File: src/rtl/ps_flops_alu_issue_ret_if.sv
// ALU-to-issue completion return bus: push side from the ALU, pop side toward issue.
interface ps_flops_alu_issue_ret_if #(
    parameter int unsigned CNT_W = 3
);
    logic             in_alu_done;
    logic [5:0]       in_wfid;
    logic [31:0]      in_instr_pc;
    logic [11:0]      in_dest1_addr;
    logic [11:0]      in_dest2_addr;
    logic             in_flush;
    logic             in_issue_ack;
    logic             out_alu_ready;
    logic             out_valid;
    logic [5:0]       out_wfid;
    logic [31:0]      out_instr_pc;
    logic [11:0]      out_dest1_addr;
    logic [11:0]      out_dest2_addr;
    logic [CNT_W-1:0] out_count;
    logic             out_overflow;
    logic             out_underflow;

    // Environment side: drives pushes, pops and flush.
    modport master (
        output in_alu_done, in_wfid, in_instr_pc, in_dest1_addr, in_dest2_addr,
               in_flush, in_issue_ack,
        input  out_alu_ready, out_valid, out_wfid, out_instr_pc, out_dest1_addr,
               out_dest2_addr, out_count, out_overflow, out_underflow
    );

    // Buffer side.
    modport slave (
        input  in_alu_done, in_wfid, in_instr_pc, in_dest1_addr, in_dest2_addr,
               in_flush, in_issue_ack,
        output out_alu_ready, out_valid, out_wfid, out_instr_pc, out_dest1_addr,
               out_dest2_addr, out_count, out_overflow, out_underflow
    );
endinterface

File: src/rtl/ps_flops_alu_issue_ret.sv
// In-order completion buffer on the ALU-to-issue return path, with ALU back-pressure
// and sticky overflow/underflow protocol flags.
module ps_flops_alu_issue_ret #(
    parameter int unsigned DEPTH = 4,
    parameter int unsigned CNT_W = 3
) (
    input  logic                         clk,
    input  logic                         rst,
    ps_flops_alu_issue_ret_if.slave      bus
);
    localparam int unsigned PTR_W = $clog2(DEPTH);

    typedef struct packed {
        logic [5:0]  wfid;
        logic [31:0] pc;
        logic [11:0] dest1;
        logic [11:0] dest2;
    } rec_t;

    rec_t             mem_q [DEPTH];
    logic [PTR_W-1:0] wr_ptr_q, wr_ptr_d;
    logic [PTR_W-1:0] rd_ptr_q, rd_ptr_d;
    logic [CNT_W-1:0] count_q, count_d;
    logic             ovf_q, ovf_d;
    logic             unf_q, unf_d;

    logic             full_c;
    logic             empty_c;
    logic             push_c;
    logic             pop_c;
    rec_t             rec_in_c;
    rec_t             head_c;

    // Ready depends on registered occupancy only, so a push while full is dropped
    // even when issue pops in the same cycle.
    always_comb begin
        full_c   = (count_q == CNT_W'(DEPTH));
        empty_c  = (count_q == '0);
        push_c   = bus.in_alu_done  & ~full_c  & ~bus.in_flush;
        pop_c    = bus.in_issue_ack & ~empty_c & ~bus.in_flush;
        rec_in_c = '{wfid:  bus.in_wfid,
                     pc:    bus.in_instr_pc,
                     dest1: bus.in_dest1_addr,
                     dest2: bus.in_dest2_addr};
    end

    // Next-state: flush wins over push/pop and leaves the sticky flags alone.
    always_comb begin
        wr_ptr_d = wr_ptr_q;
        rd_ptr_d = rd_ptr_q;
        count_d  = count_q;
        ovf_d    = ovf_q;
        unf_d    = unf_q;
        if (bus.in_flush) begin
            wr_ptr_d = '0;
            rd_ptr_d = '0;
            count_d  = '0;
        end else begin
            if (push_c) wr_ptr_d = wr_ptr_q + PTR_W'(1);
            if (pop_c)  rd_ptr_d = rd_ptr_q + PTR_W'(1);
            count_d = count_q + CNT_W'(push_c) - CNT_W'(pop_c);
            ovf_d   = ovf_q | (bus.in_alu_done  & full_c);
            unf_d   = unf_q | (bus.in_issue_ack & empty_c);
        end
    end

    always_ff @(posedge clk or negedge rst) begin
        if (!rst) begin
            wr_ptr_q <= '0;
            rd_ptr_q <= '0;
            count_q  <= '0;
            ovf_q    <= 1'b0;
            unf_q    <= 1'b0;
        end else begin
            wr_ptr_q <= wr_ptr_d;
            rd_ptr_q <= rd_ptr_d;
            count_q  <= count_d;
            ovf_q    <= ovf_d;
            unf_q    <= unf_d;
        end
    end

    // Storage is cleared on reset so idle outputs are deterministic.
    always_ff @(posedge clk or negedge rst) begin
        if (!rst) begin
            for (int unsigned i = 0; i < DEPTH; i++) begin
                mem_q[i] <= '0;
            end
        end else if (push_c) begin
            mem_q[wr_ptr_q] <= rec_in_c;
        end
    end

    always_comb begin
        head_c             = mem_q[rd_ptr_q];
        bus.out_alu_ready  = ~full_c;
        bus.out_valid      = ~empty_c;
        bus.out_wfid       = head_c.wfid;
        bus.out_instr_pc   = head_c.pc;
        bus.out_dest1_addr = head_c.dest1;
        bus.out_dest2_addr = head_c.dest2;
        bus.out_count      = count_q;
        bus.out_overflow   = ovf_q;
        bus.out_underflow  = unf_q;
    end
endmodule

File: src/flat_wrapper.sv
// flat-port wrapper written by rule: the top's interface ports become plain ports
module ps_flops_alu_issue_ret_flat 
#(
    parameter int unsigned DEPTH = 4,
    parameter int unsigned CNT_W = 3
)
  (clk, rst, bus_in_alu_done, bus_in_wfid, bus_in_instr_pc, bus_in_dest1_addr, bus_in_dest2_addr, bus_in_flush, bus_in_issue_ack, bus_out_alu_ready, bus_out_valid, bus_out_wfid, bus_out_instr_pc, bus_out_dest1_addr, bus_out_dest2_addr, bus_out_count, bus_out_overflow, bus_out_underflow);
  ps_flops_alu_issue_ret_if #(.CNT_W(CNT_W)) bus_i ();
  input  logic clk;
  input  logic rst;
  input wire logic [$bits(bus_i.in_alu_done)-1:0] bus_in_alu_done;
  input wire logic [$bits(bus_i.in_wfid)-1:0] bus_in_wfid;
  input wire logic [$bits(bus_i.in_instr_pc)-1:0] bus_in_instr_pc;
  input wire logic [$bits(bus_i.in_dest1_addr)-1:0] bus_in_dest1_addr;
  input wire logic [$bits(bus_i.in_dest2_addr)-1:0] bus_in_dest2_addr;
  input wire logic [$bits(bus_i.in_flush)-1:0] bus_in_flush;
  input wire logic [$bits(bus_i.in_issue_ack)-1:0] bus_in_issue_ack;
  output wire logic [$bits(bus_i.out_alu_ready)-1:0] bus_out_alu_ready;
  output wire logic [$bits(bus_i.out_valid)-1:0] bus_out_valid;
  output wire logic [$bits(bus_i.out_wfid)-1:0] bus_out_wfid;
  output wire logic [$bits(bus_i.out_instr_pc)-1:0] bus_out_instr_pc;
  output wire logic [$bits(bus_i.out_dest1_addr)-1:0] bus_out_dest1_addr;
  output wire logic [$bits(bus_i.out_dest2_addr)-1:0] bus_out_dest2_addr;
  output wire logic [$bits(bus_i.out_count)-1:0] bus_out_count;
  output wire logic [$bits(bus_i.out_overflow)-1:0] bus_out_overflow;
  output wire logic [$bits(bus_i.out_underflow)-1:0] bus_out_underflow;
  assign bus_i.in_alu_done = bus_in_alu_done;
  assign bus_i.in_wfid = bus_in_wfid;
  assign bus_i.in_instr_pc = bus_in_instr_pc;
  assign bus_i.in_dest1_addr = bus_in_dest1_addr;
  assign bus_i.in_dest2_addr = bus_in_dest2_addr;
  assign bus_i.in_flush = bus_in_flush;
  assign bus_i.in_issue_ack = bus_in_issue_ack;
  assign bus_out_alu_ready = bus_i.out_alu_ready;
  assign bus_out_valid = bus_i.out_valid;
  assign bus_out_wfid = bus_i.out_wfid;
  assign bus_out_instr_pc = bus_i.out_instr_pc;
  assign bus_out_dest1_addr = bus_i.out_dest1_addr;
  assign bus_out_dest2_addr = bus_i.out_dest2_addr;
  assign bus_out_count = bus_i.out_count;
  assign bus_out_overflow = bus_i.out_overflow;
  assign bus_out_underflow = bus_i.out_underflow;
  ps_flops_alu_issue_ret #(.DEPTH(DEPTH), .CNT_W(CNT_W)) u_core (.clk(clk), .rst(rst), .bus(bus_i));
endmodule
File: config.mk
export PLATFORM = sky130hd
export DESIGN_NAME = ps_flops_alu_issue_ret_flat
export DESIGN_NICKNAME = d
export VERILOG_FILES = /design/src/rtl/ps_flops_alu_issue_ret_if.sv /design/src/rtl/ps_flops_alu_issue_ret.sv /design/src/flat_wrapper.sv
export SDC_FILE = /design/constraint.sdc
export NUM_CORES = 1
export LEC_CHECK = 0
export CAP_MARGIN = 30
export CORE_MARGIN = 5
export CORE_UTILIZATION = 45
export CTS_BUF_LIST = sky130_fd_sc_hd__clkbuf_4
export CTS_CLUSTER_DIAMETER = 150
export CTS_CLUSTER_SIZE = 14
export DETAILED_ROUTE_END_ITERATION = 12
export PLACE_DENSITY = 0.74
export SLEW_MARGIN = 30
export SYNTH_ARGS = -nofsm -noshare
export SYNTH_HDL_FRONTEND = slang
export SYNTH_SLANG_ARGS = --single-unit
File: constraint.sdc
create_clock -name clk -period 2.6 [get_ports clk]
set_input_delay 0.39 -clock clk [delete_from_list [all_inputs] [get_ports clk]]
set_output_delay 0.39 -clock clk [all_outputs]
set_load 0.02 [all_outputs]
==> key figures <==
Place
  – Placed cell area: about 0.014 mm2
  – GPL Wtd Cong: roughly 0.74
  – IO Port Bufs: 135
  – Dpl hpwl: around 16 mm

Worst setup path
  – Max incr delay on CP: roughly 0.55 ns
  – CP Cell Sequence: buf_12 -> buf_4 -> buf_12 -> mux4_2 -> buf_6
  – Most numerous cell on the critical path: buf_12
  – Data arrival, critical path: 2.25 ns
  – CP Launch Type: flop
  – CP Capture Type: primary output
  – CP max stage cell: dfrtp_4
  – WS Path Type: reg2out
  – Req. time, crit path: 2.21 ns
  – Peak fanout along the critical path: 7

Power and ir drop
  – Overall power: around 0.017 W
  – Power per cell area: approximately 1100 mW/mm2
  – VDD IR max: approximately 0.00061 V
  – Leak pwr: ~6.4 nW

Cells and area
  – Final Net Count: between 800 and 900
  – Post-layout util: 52.8%
  – Layout cell share with drive strength beyond 1: 55.7%
  – Syn-to-layout area delta: 16.9%
  – Post-route cell area: approximately 0.015 mm2
  – Register area: about 0.0064 mm2
  – Footprint of the multi-input gates: 0.00540 mm2
  – # fillers: between 2000 and 2500

Global route
  – Antenna violations before repair: 2
  – GRT Resource Usage Total: about 16%
  – Total grt overflow: 0
  – Vias in the first global route: between 7000 and 8000
  – First-pass GRT wire length: a little over 40 mm
  – Largest net degree at the start of global routing: 68

STA
  – Skew final: between 0.02 and 0.025 ns
  – Slew Viols, Final: 0
  – Headroom to the max-slew limit: 62.7%
  – Final setup fails: 29
  – Fin crit period: around 2.6 ns
  – Fmax: between 0.3 and 0.4 GHz
  – Final hold violation count: 0
  – Unrepaired setup endpoints after global routing: true
  – Slew at the pin with the worst max-slew slack: 0.560 ns
  – Setup TNS: -0.373 ns
  – Crit share post-route: 102%
  – Fin worst setup slack: -0.0419 ns

Logic synthesis
  – Top-area cell type share of the netlist area: just over 50%
  – Top cells by count, synth: dfrtp_1, mux2_4, mux4_2, buf_12, mux2_2
  – Warnings, synthesis: 0
  – Number of distinct library cells after synthesis: 25
  – Asr flop ratio synth: between 90% and 100%
  – Seq/Total Area, Yosys: 51.5%
  – Post-synth design cell area: 0.0125 mm2
  – Post-synth EDFFs: 0
  – Syn avg cell area: ~19 um2
  – Top FF cell, synth: dfrtp_1
  – Ranking of synthesized cells by area: dfrtp_1, mux2_4, mux4_2
  – Count leader, synth: dfrtp_1
  – Syn Inst Count: 654
  – Area leader, netlist: dfrtp_1
  – Number of synthesized register bits: approximately 260
  – Mapped Nets: roughly 730

Route
  – Wire per inst: around 21 um
  – Vias post-DR: ~6200
  – Post-route DRC: 0
  – Total Wirelength: roughly 26 mm
  – Via-to-Cell Ratio: between 5 and 6
  – Antenna Nets Post-Route: 0
  – Detailed Routing Iterations Pass 1: 4
  – Initial DRC count: around 340

Floorplanning
  – # IOs: approximately 140
  – Die Area: just over 0.03 mm2
  – Die width: between 150 and 200 um
  – Rows: slightly above 60
  – Core region area: roughly 0.028 mm2
  – Die height: approximately 180 um
  – Initial Util: between 40 and 50%

Clocking
  – CTS tree: yes
  – Clk root buf: clkbuf_4
  – Worst-Skew Late Latency: 0.67 ns
  – CTS Buffer Depth: 3
  – Num CTS Buffers: 22
  – Clock Sinks: around 260
  – Max H-tree Level: 1
  – Reg clk slew, reported paths: about 0.15 ns

Run status
  – Status: finished with violations
  – Failing checks: setup timing

Hold path
  – Worst min path class: in2async

Job
  – Maxcap violations: 0
-- metrics by stage --
step / hold slack (ns) / setup WS [ns] / std cells
finish: 0.265 / -0.0419 / 1194
global route: 0.248 / -0.181 / 1194
CTS: 0.226 / -0.159 / 1188
detailed placement: 0.399 / 0.224 / 1146
global placement: 0.395 / 0.276 / 1146
floorplan: 0.0944 / 0.485 / 654
-- report_power, final --
| part | internal (W) | leakage (nW) | switching [W] |
|---|---|---|---|
| logic | 0.00514 | 3.11 | 0.00296 |
| clock network | 0.000453 | 0.121 | 0.00125 |
| registers | 0.00573 | 3.21 | 0.00103 |
-- cell usage in the layout, fill, tap and decap left out, drive strengths merged, types with 3 or more instances in the layout --
cell type	synthesis	routed
mux2	249	249
nor2	8	8
inv	7	8
ha	6	6
mux4	62	62
dfrtp	257	257
and3	4	4
buf	40	103
xor2	3	3
clkbuf	4	28
clkdlybuf4s50	0	71
-- cell type report --
cell class / count / share of cell area (%)
clock inverter: 1 / 0.0771
multi-input combinational: 346 / 37.0
inverter: 7 / 0.180
clock buffer: 25 / 1.29
timing repair buffer: 179 / 14.1
sequential: 257 / 44.1
tap: 378 / 3.24
antenna: 1 / 0.0171
-- flip-flops by register name, indices dropped and copies added, names as in the netlist --
register	count
u_core.mem_q	248
u_core.bus.out_overflow	1
u_core.wr_ptr_q	2
u_core.rd_ptr_q	2
u_core.bus.out_underflow	1
u_core.bus.out_count	3
-- worst max-delay path: cells and delay by family, from the launching register on --
kind     cells  cell delay [ns]
flops        1             0.55
buf+inv      4             0.57
mux          1             0.47
-- metal layers --
layer | vias to the layer above | global-route usage, % | wire [um]
met5 | - | 0 | 7
met4 | 2 | 3.42 | 475
met3 | 28 | 2.50 | 930
met2 | 114 | 25.6 | 11800
met1 | 3378 | 24.9 | 12400
li1 | 2724 | - | -
-- logic make-up (layout without fill, tap and decap cells) --
group	Yosys count	after routing	share of synthesized area, %
other	0	1	0
muxes	311	311	40.8
and+or+nand+nor	19	19	1.00
buffers and inverters	51	212	5.31
DFF	257	257	51.5
xor gates and xnor gates	4	4	0.280
AOI/OAI and AO/OA	5	5	0.331
adders and majority gates	7	7	0.761
-- path summary, 6_finish.rpt --
kind	from	end	slack (ns)	cells past startpoint
setup / recovery	u_core.rd_ptr_q[0]	bus_out_instr_pc[17]	-0.04	5
hold / removal	rst	u_core.mem_q[62]	0.26	2
setup reg to reg	u_core.bus.out_count[1]	u_core.bus.out_count[2]	0.40	9
hold reg to reg	u_core.bus.out_underflow	u_core.bus.out_underflow	0.49	1
max in group asynchronous	rst	u_core.mem_q[59]	1.66	3
min in group clk	bus_in_alu_done	u_core.wr_ptr_q[1]	0.33	3
-- timing repair --
action | in CTS | in global routing
gates cloned | 4 | 2
gates resized for setup | 311 | 43
hold endpoints to repair | 59 | 0
endpoints found under the setup margin | 63 | 61
hold buffers | 1 | 0
buffers inserted | 11 | 6
No activity file was read; power rests on OpenSTA's default activity.
